$ cat src/rtl/cin_pack_converter.sv
// Packs R narrow input beats (R = 1, 2 or 4, chosen at runtime) into one full-width
// feature beat. A beat with S_Last set flushes a partial group with zero-filled upper slots.
module cin_pack_converter #(
    parameter int WIDTH_DATA     = 8,
    parameter int PICTURE_NUM    = 1,
    parameter int CHANNEL_IN_NUM = 16
) (
    input  logic                                          clk,
    input  logic                                          rst,
    input  logic [1:0]                                    Mode,
    input  logic [WIDTH_DATA*PICTURE_NUM*CHANNEL_IN_NUM-1:0] S_Feature,
    input  logic                                          S_Valid,
    input  logic                                          S_Last,
    output logic                                          S_Ready,
    output logic [WIDTH_DATA*PICTURE_NUM*CHANNEL_IN_NUM-1:0] M_Feature,
    output logic                                          M_Valid,
    output logic                                          M_Last,
    input  logic                                          M_Ready,
    output logic                                          Busy
);

    localparam int LANE_W = WIDTH_DATA * PICTURE_NUM;
    localparam int BUS_W  = LANE_W * CHANNEL_IN_NUM;
    localparam int Q_W    = BUS_W / 4;

    // Ratios are held as R-1 (0, 1 or 3) so they compare directly against the slot counter.
    logic [1:0]       cnt_reg;
    logic [1:0]       ratio_reg;
    logic [BUS_W-1:0] acc_reg;
    logic [BUS_W-1:0] m_feature_reg;
    logic             m_valid_reg;
    logic             m_last_reg;

    logic [1:0]       mode_rm1;
    logic [1:0]       cur_rm1;
    logic             complete;
    logic             accept;
    logic [BUS_W-1:0] placed;
    logic [BUS_W-1:0] merged;

    always_comb begin
        case (Mode)
            2'b01:   mode_rm1 = 2'd1;
            2'b10:   mode_rm1 = 2'd3;
            default: mode_rm1 = 2'd0;
        endcase
    end

    // Mode only matters at the start of a group; mid-group the latched ratio rules.
    assign cur_rm1  = (cnt_reg == 2'd0) ? mode_rm1 : ratio_reg;
    assign complete = (cnt_reg == cur_rm1) | S_Last;
    assign S_Ready  = complete ? (!m_valid_reg | M_Ready) : 1'b1;
    assign accept   = S_Valid & S_Ready;

    // Each quarter of the output picks the input quarter that lands there for the current slot.
    generate
        for (genvar gi = 0; gi < 4; gi++) begin : g_quarter
            logic [Q_W-1:0] q;
            assign q = (cur_rm1 == 2'd0) ? S_Feature[gi*Q_W +: Q_W] :
                       (cur_rm1 == 2'd1 && cnt_reg[0] == 1'(gi / 2)) ? S_Feature[(gi % 2)*Q_W +: Q_W] :
                       (cur_rm1 == 2'd3 && cnt_reg == 2'(gi)) ? S_Feature[Q_W-1:0] :
                       '0;
            assign placed[gi*Q_W +: Q_W] = q;
        end
    endgenerate

    assign merged = acc_reg | placed;

    always_ff @(posedge clk or posedge rst) begin
        if (rst) begin
            cnt_reg       <= 2'd0;
            ratio_reg     <= 2'd0;
            acc_reg       <= '0;
            m_feature_reg <= '0;
            m_valid_reg   <= 1'b0;
            m_last_reg    <= 1'b0;
        end else begin
            if (accept && cnt_reg == 2'd0) begin
                ratio_reg <= mode_rm1;
            end
            if (accept && complete) begin
                m_feature_reg <= merged;
                m_last_reg    <= S_Last;
                m_valid_reg   <= 1'b1;
                acc_reg       <= '0;
                cnt_reg       <= 2'd0;
            end else begin
                if (M_Ready) begin
                    m_valid_reg <= 1'b0;
                end
                if (accept) begin
                    acc_reg <= merged;
                    cnt_reg <= cnt_reg + 2'd1;
                end
            end
        end
    end

    assign M_Feature = m_feature_reg;
    assign M_Valid   = m_valid_reg;
    assign M_Last    = m_last_reg;
    assign Busy      = (cnt_reg != 2'd0);

endmodule

$ cat config.mk
export PLATFORM = sky130hd
export DESIGN_NAME = cin_pack_converter
export DESIGN_NICKNAME = d
export VERILOG_FILES = /design/src/rtl/cin_pack_converter.sv
export SDC_FILE = /design/constraint.sdc
export NUM_CORES = 1
export LEC_CHECK = 0
export CORE_ASPECT_RATIO = 2
export CORE_MARGIN = 8
export CORE_UTILIZATION = 45
export CTS_CLUSTER_SIZE = 24
export DETAILED_ROUTE_END_ITERATION = 8
export PLACE_DENSITY_LB_ADDON = 0.3
export SLEW_MARGIN = 10
export SYNTH_ARGS = -nofsm -noshare
export SYNTH_HDL_FRONTEND = slang
export SYNTH_SLANG_ARGS = --single-unit
$ cat constraint.sdc
create_clock -name clk -period 15.15 [get_ports clk]
set_input_delay 2.2725 -clock clk [delete_from_list [all_inputs] [get_ports clk]]
set_output_delay 2.2725 -clock clk [all_outputs]
set_load 0.02 [all_outputs]
# [Word-level counts from Yosys, hierarchy flattened]
# Cells that the tools add are included.
# Widths: inputs -> output; s select.
[classes] muxes=21 div=0 shift=0 reduce_logical=14 addsub=1 n_eq_ne=8 n_lt_le_gt_ge=0 bitwise_logic=5 multipliers=0
[op_table] op="$mux 32" count=12
[op_table] op="$mux 128" count=2
[op_table] op="$or 128x128->128" count=1
[op_table] op="$eq 2x2->1 const B" count=4
[op_table] op="$logic_and 1x1->1" count=8
[op_table] op="$eq 2x1->1 const B" count=3
[op_table] op="$mux 2" count=3
[op_table] op="$reduce_bool 2->1" count=3
[op_table] op="$logic_not 2->1" count=2
[op_table] op="$pmux 2 s2" count=1
[op_table] op="$mux 1" count=3
[op_table] op="$add 2x1->2 const B" count=1
[op_table] op="$eq 2x2->1" count=1
[op_table] op="$or 1x1->1" count=2
[op_table] op="$and 1x1->1" count=1
[op_table] op="$logic_not 1->1" count=1
[op_table] op="$not 1->1" count=1
[word_totals] latchBits=0 n_memories=0 regBits=262 mem_bits_rw=0 input_bits=135 romBits=0

# [Longest topological paths before layout]
[depth] ltp_word=11 ltp_mapped=12

# [Least setup slack after synthesis]
# Ideal clock, no wire load.
[synth_path] path_type="in2out" start="input port Mode[0]" end="output port S_Ready" t_required_ns=12.878 slack_ns=8.984 n_path_buf=3 path_stages=8 arrival_ns=3.894 cell_sequence="inv_1 ha_1 nand2b_1 a211o_1 buf_2 clkbuf_1 clkbuf_1 nand4_1"
[synth_between] elab_chain_cells=6 elab_cells_between_ends=7
[synth_lines] element="start, declared" line="10" text="input logic [1:0] Mode,"
[synth_lines] element="$eq 2x2->1 or $eq 2x1->1 (tied branches)" line="42" text="case (Mode)"
[synth_lines] element="$pmux 2 s2 *" line="42"
[synth_lines] element="$mux 2 *" line="50" text="assign cur_rm1 = (cnt_reg == 2'd0) ? mode_rm1 : ratio_reg;"
[synth_lines] element="$eq 2x2->1 *" line="51" text="assign complete = (cnt_reg == cur_rm1) | S_Last;"
[synth_lines] element="$or 1x1->1 *" line="51"
[synth_lines] element="$mux 1 *" line="52" text="assign S_Ready = complete ? (!m_valid_reg | M_Ready) : 1'b1;"
[synth_lines] element="end, declared" line="14" text="output logic S_Ready,"
# Every way passes the cells marked *; elsewhere a longest branch is shown, timed or not.

# [Final worst setup path]
# Same ends and word-level chain as after synthesis.

==> flow_summary.ini <==
[setup_path]
critPathLaunch = Mode[0]
required_ns = 12.88
path_max_fanout = 6
path_class = in2out
r2r_start = cnt_reg[0]
cp-end-kind = primary output
cp_data_arrival_time_ns = 4.55
cp-start-kind = primary input

[cts]
cts_buffer_depth = 3
cts_tree = yes
cts.htree.levels = 1
post-cts-setup-buffers = 0
cts_made_buffers = 24
clk_pin_slew_ns = 0.06
cts_hold_buffers = 0
clock_latency_ns = 0.53
root_buffer = clkbuf_16
cts_resized = 0
cts.sinks = 262

[synthesis]
synth.avg_cell_area_um2 = 10.6
synthDominantCellAreaShare = 0.541
netlist_instances = 1138
yosysWarnings = 0
synth_commonest_cells = 262 x dfrtp_1, 135 x inv_1, 96 x a31oi_1, 86 x clkbuf_1, 69 x nand2_1
async_reset_ff_frac = 1.00
synthFlopType = dfrtp_1
yosys.area.top_type = dfrtp_1
post_synth_num_cell_types = 44
synth.most_common_cell = dfrtp_1
syn-cell-area_um2 = 12100
syn-num-nets = 1278
ys_seq_area_frac = 0.541
synth-edff-count = 0
synth-seq-cells = 262
synthTopCellsByArea = dfrtp_1 54%, mux2i_1 5.3%, a31oi_1 5.0%

[timing]
drv_slew = 0
slew_headroom = 0.183
fin_crit_ns = 6.82
hold_ws_ns = 0.494
hold_viol_final = 0
fin_ws_ns = 8.33
setup_viol = 0
min_period_over_period = 0.450
fin_setup_tns_ns = 0
tightest_slew_ns = 1.22
max_freq_mhz = 147
skew_ns = 0.00865
rsz0062_at_grt = no

[placement]
dp_slack_ns = 8.13
gp_congestion = 0.847
dpl_cell_area_um2 = 14900
numPortBuffers = 266
dpl.hpwl_um = 26300

[route]
first_pass_iters = 8
num_vias = 10895
drt_iter0_markers = 1577
post-route-drc-count = 0
antenna_left = 0
vias_per_cell = 6.42
wl_per_cell_um = 24.1
routed_wl_um = 41000

[pwr]
power.internal_mw = 2.17
p_leak_nw = 6.51
fin_total_pwr_mw = 3.71
switching_power_mw = 1.54
pwr-share-clk = 0.183
p_comb_frac = 0.491
max-vdd-ir-drop_mv = 0.166
power.density_nw_per_um2 = 234
switching_share = 0.415
seqPwrFrac = 0.325

[floorplan]
start_util = 0.454
die_w_um = 132
core.rowCount = 85
die_h_um = 248
num_io_pins = 267
core_area_um2 = 26700
die-area_um2 = 32700

[global_route]
grt_max_degree = 118
grt_usage = 0.243
first_global_vias = 11148
grt.overflow.total = 0
grt_pass1_wl_um = 64200
antenna_found_initial = 0

[finish]
nets = 1472
insertedDiodeCount = 0
layout-drive-gt1-share = 0.0608
n_fill_cell = 2155
syn2layout_area_growth_pct = 30.9
stdcell_area_um2 = 15900

[hold_path]
hp-start = acc_reg[7]
hold_class = reg2reg

[status]
status = finished clean

[flow_run]
max_cap_violations = 0
==> cell type report <==
class | instances | area (um^2) | area share
Timing Repair Buffer | 286 | 2840 | 0.179
Sequential cell | 262 | 6560 | 0.414
Clock inverter | 11 | 170 | 0.0107
Clock buffer | 32 | 722 | 0.0455
Multi-Input combinational cell | 623 | 4610 | 0.291
Tap cell | 348 | 435 | 0.0275
Inverter | 135 | 514 | 0.0324
==> stage by stage <==
stage / utilization / instances
after floorplan: - / 1138
after global placement: 0.559 / 1652
after detailed placement: 0.559 / 1652
after CTS: 0.592 / 1695
after global routing: 0.594 / 1697
final: 0.594 / 1697
==> metal layers <==
metal  track usage  wire, um  vias to the layer above
met1         0.325     16500                     5424
met4        0.0887      1270                        0
met5             0         0                        -
li1              -         -                     4714
met3        0.0523      4100                       85
met2         0.381     19100                      672
==> power groups by stage <==
stage	logic, mW	clock network (mW)	registers (mW)
after detailed placement	1.80	0	1.21
final	1.82	0.679	1.21
after floorplan	0.915	0	1.37
after CTS	1.81	0.687	1.20
after global placement	1.75	0	1.20
after global routing	1.95	0.714	1.24
==> cells in the final DEF (no fill, tap or decap), types with 2 or more instances in the layout <==
cell and n:
clkdlybuf4s50_1 266, dfrtp_1 262, inv_1 134, a31oi_1 96, nand2_1 67, a41oi_1 65, a21oi_1 64, mux2i_1 64
a222oi_1 32, a32o_1 32, a211oi_1 32, a311oi_1 32, a22oi_1 32, o22ai_1 32, o21ai_0 25, clkbuf_16 25
buf_4 18, o21ai_1 7, clkbuf_8 7, ha_1 5, bufinv_16 4, nor2b_1 3, nand2b_1 3, clkinvlp_4 3
nand3b_1 2, a21boi_4 2, o32ai_4 2, nand2_2 2, o21ai_2 2, nand4_1 2, mux2_2 2, a22o_1 2
clkinv_2 2, clkinv_4 2
==> critical path, stage by stage <==
cell,delay [ns]
clkdlybuf4s50_1,0.50
inv_1,0.05
ha_1,0.36
nand2b_1,0.24
a211o_2,0.35
nand4_1,0.13
clkdlybuf4s50_1,0.64
==> worst paths after layout <==
path	end	depth (start not counted)	slack, ns
max in group asynchronous	acc_reg[118]	3	11.29
worst min register to register	acc_reg[7]	1	0.49
worst max-delay path	S_Ready	7	8.33
worst max register to register	M_Feature[0]	8	9.94
min in group asynchronous	acc_reg[68]	2	2.27
worst min-delay path	acc_reg[7]	1	0.49
==> cells by family after synthesis <==
group | count (synthesis) | synth area share
adders and majority gates | 5 | 0.00517
buffers and inverters | 253 | 0.0847
DFF | 262 | 0.541
muxes | 68 | 0.0578
and+or+nand+nor | 87 | 0.0316
AOI/OAI and AO/OA | 463 | 0.279
Power figures use the tool's default switching activity.
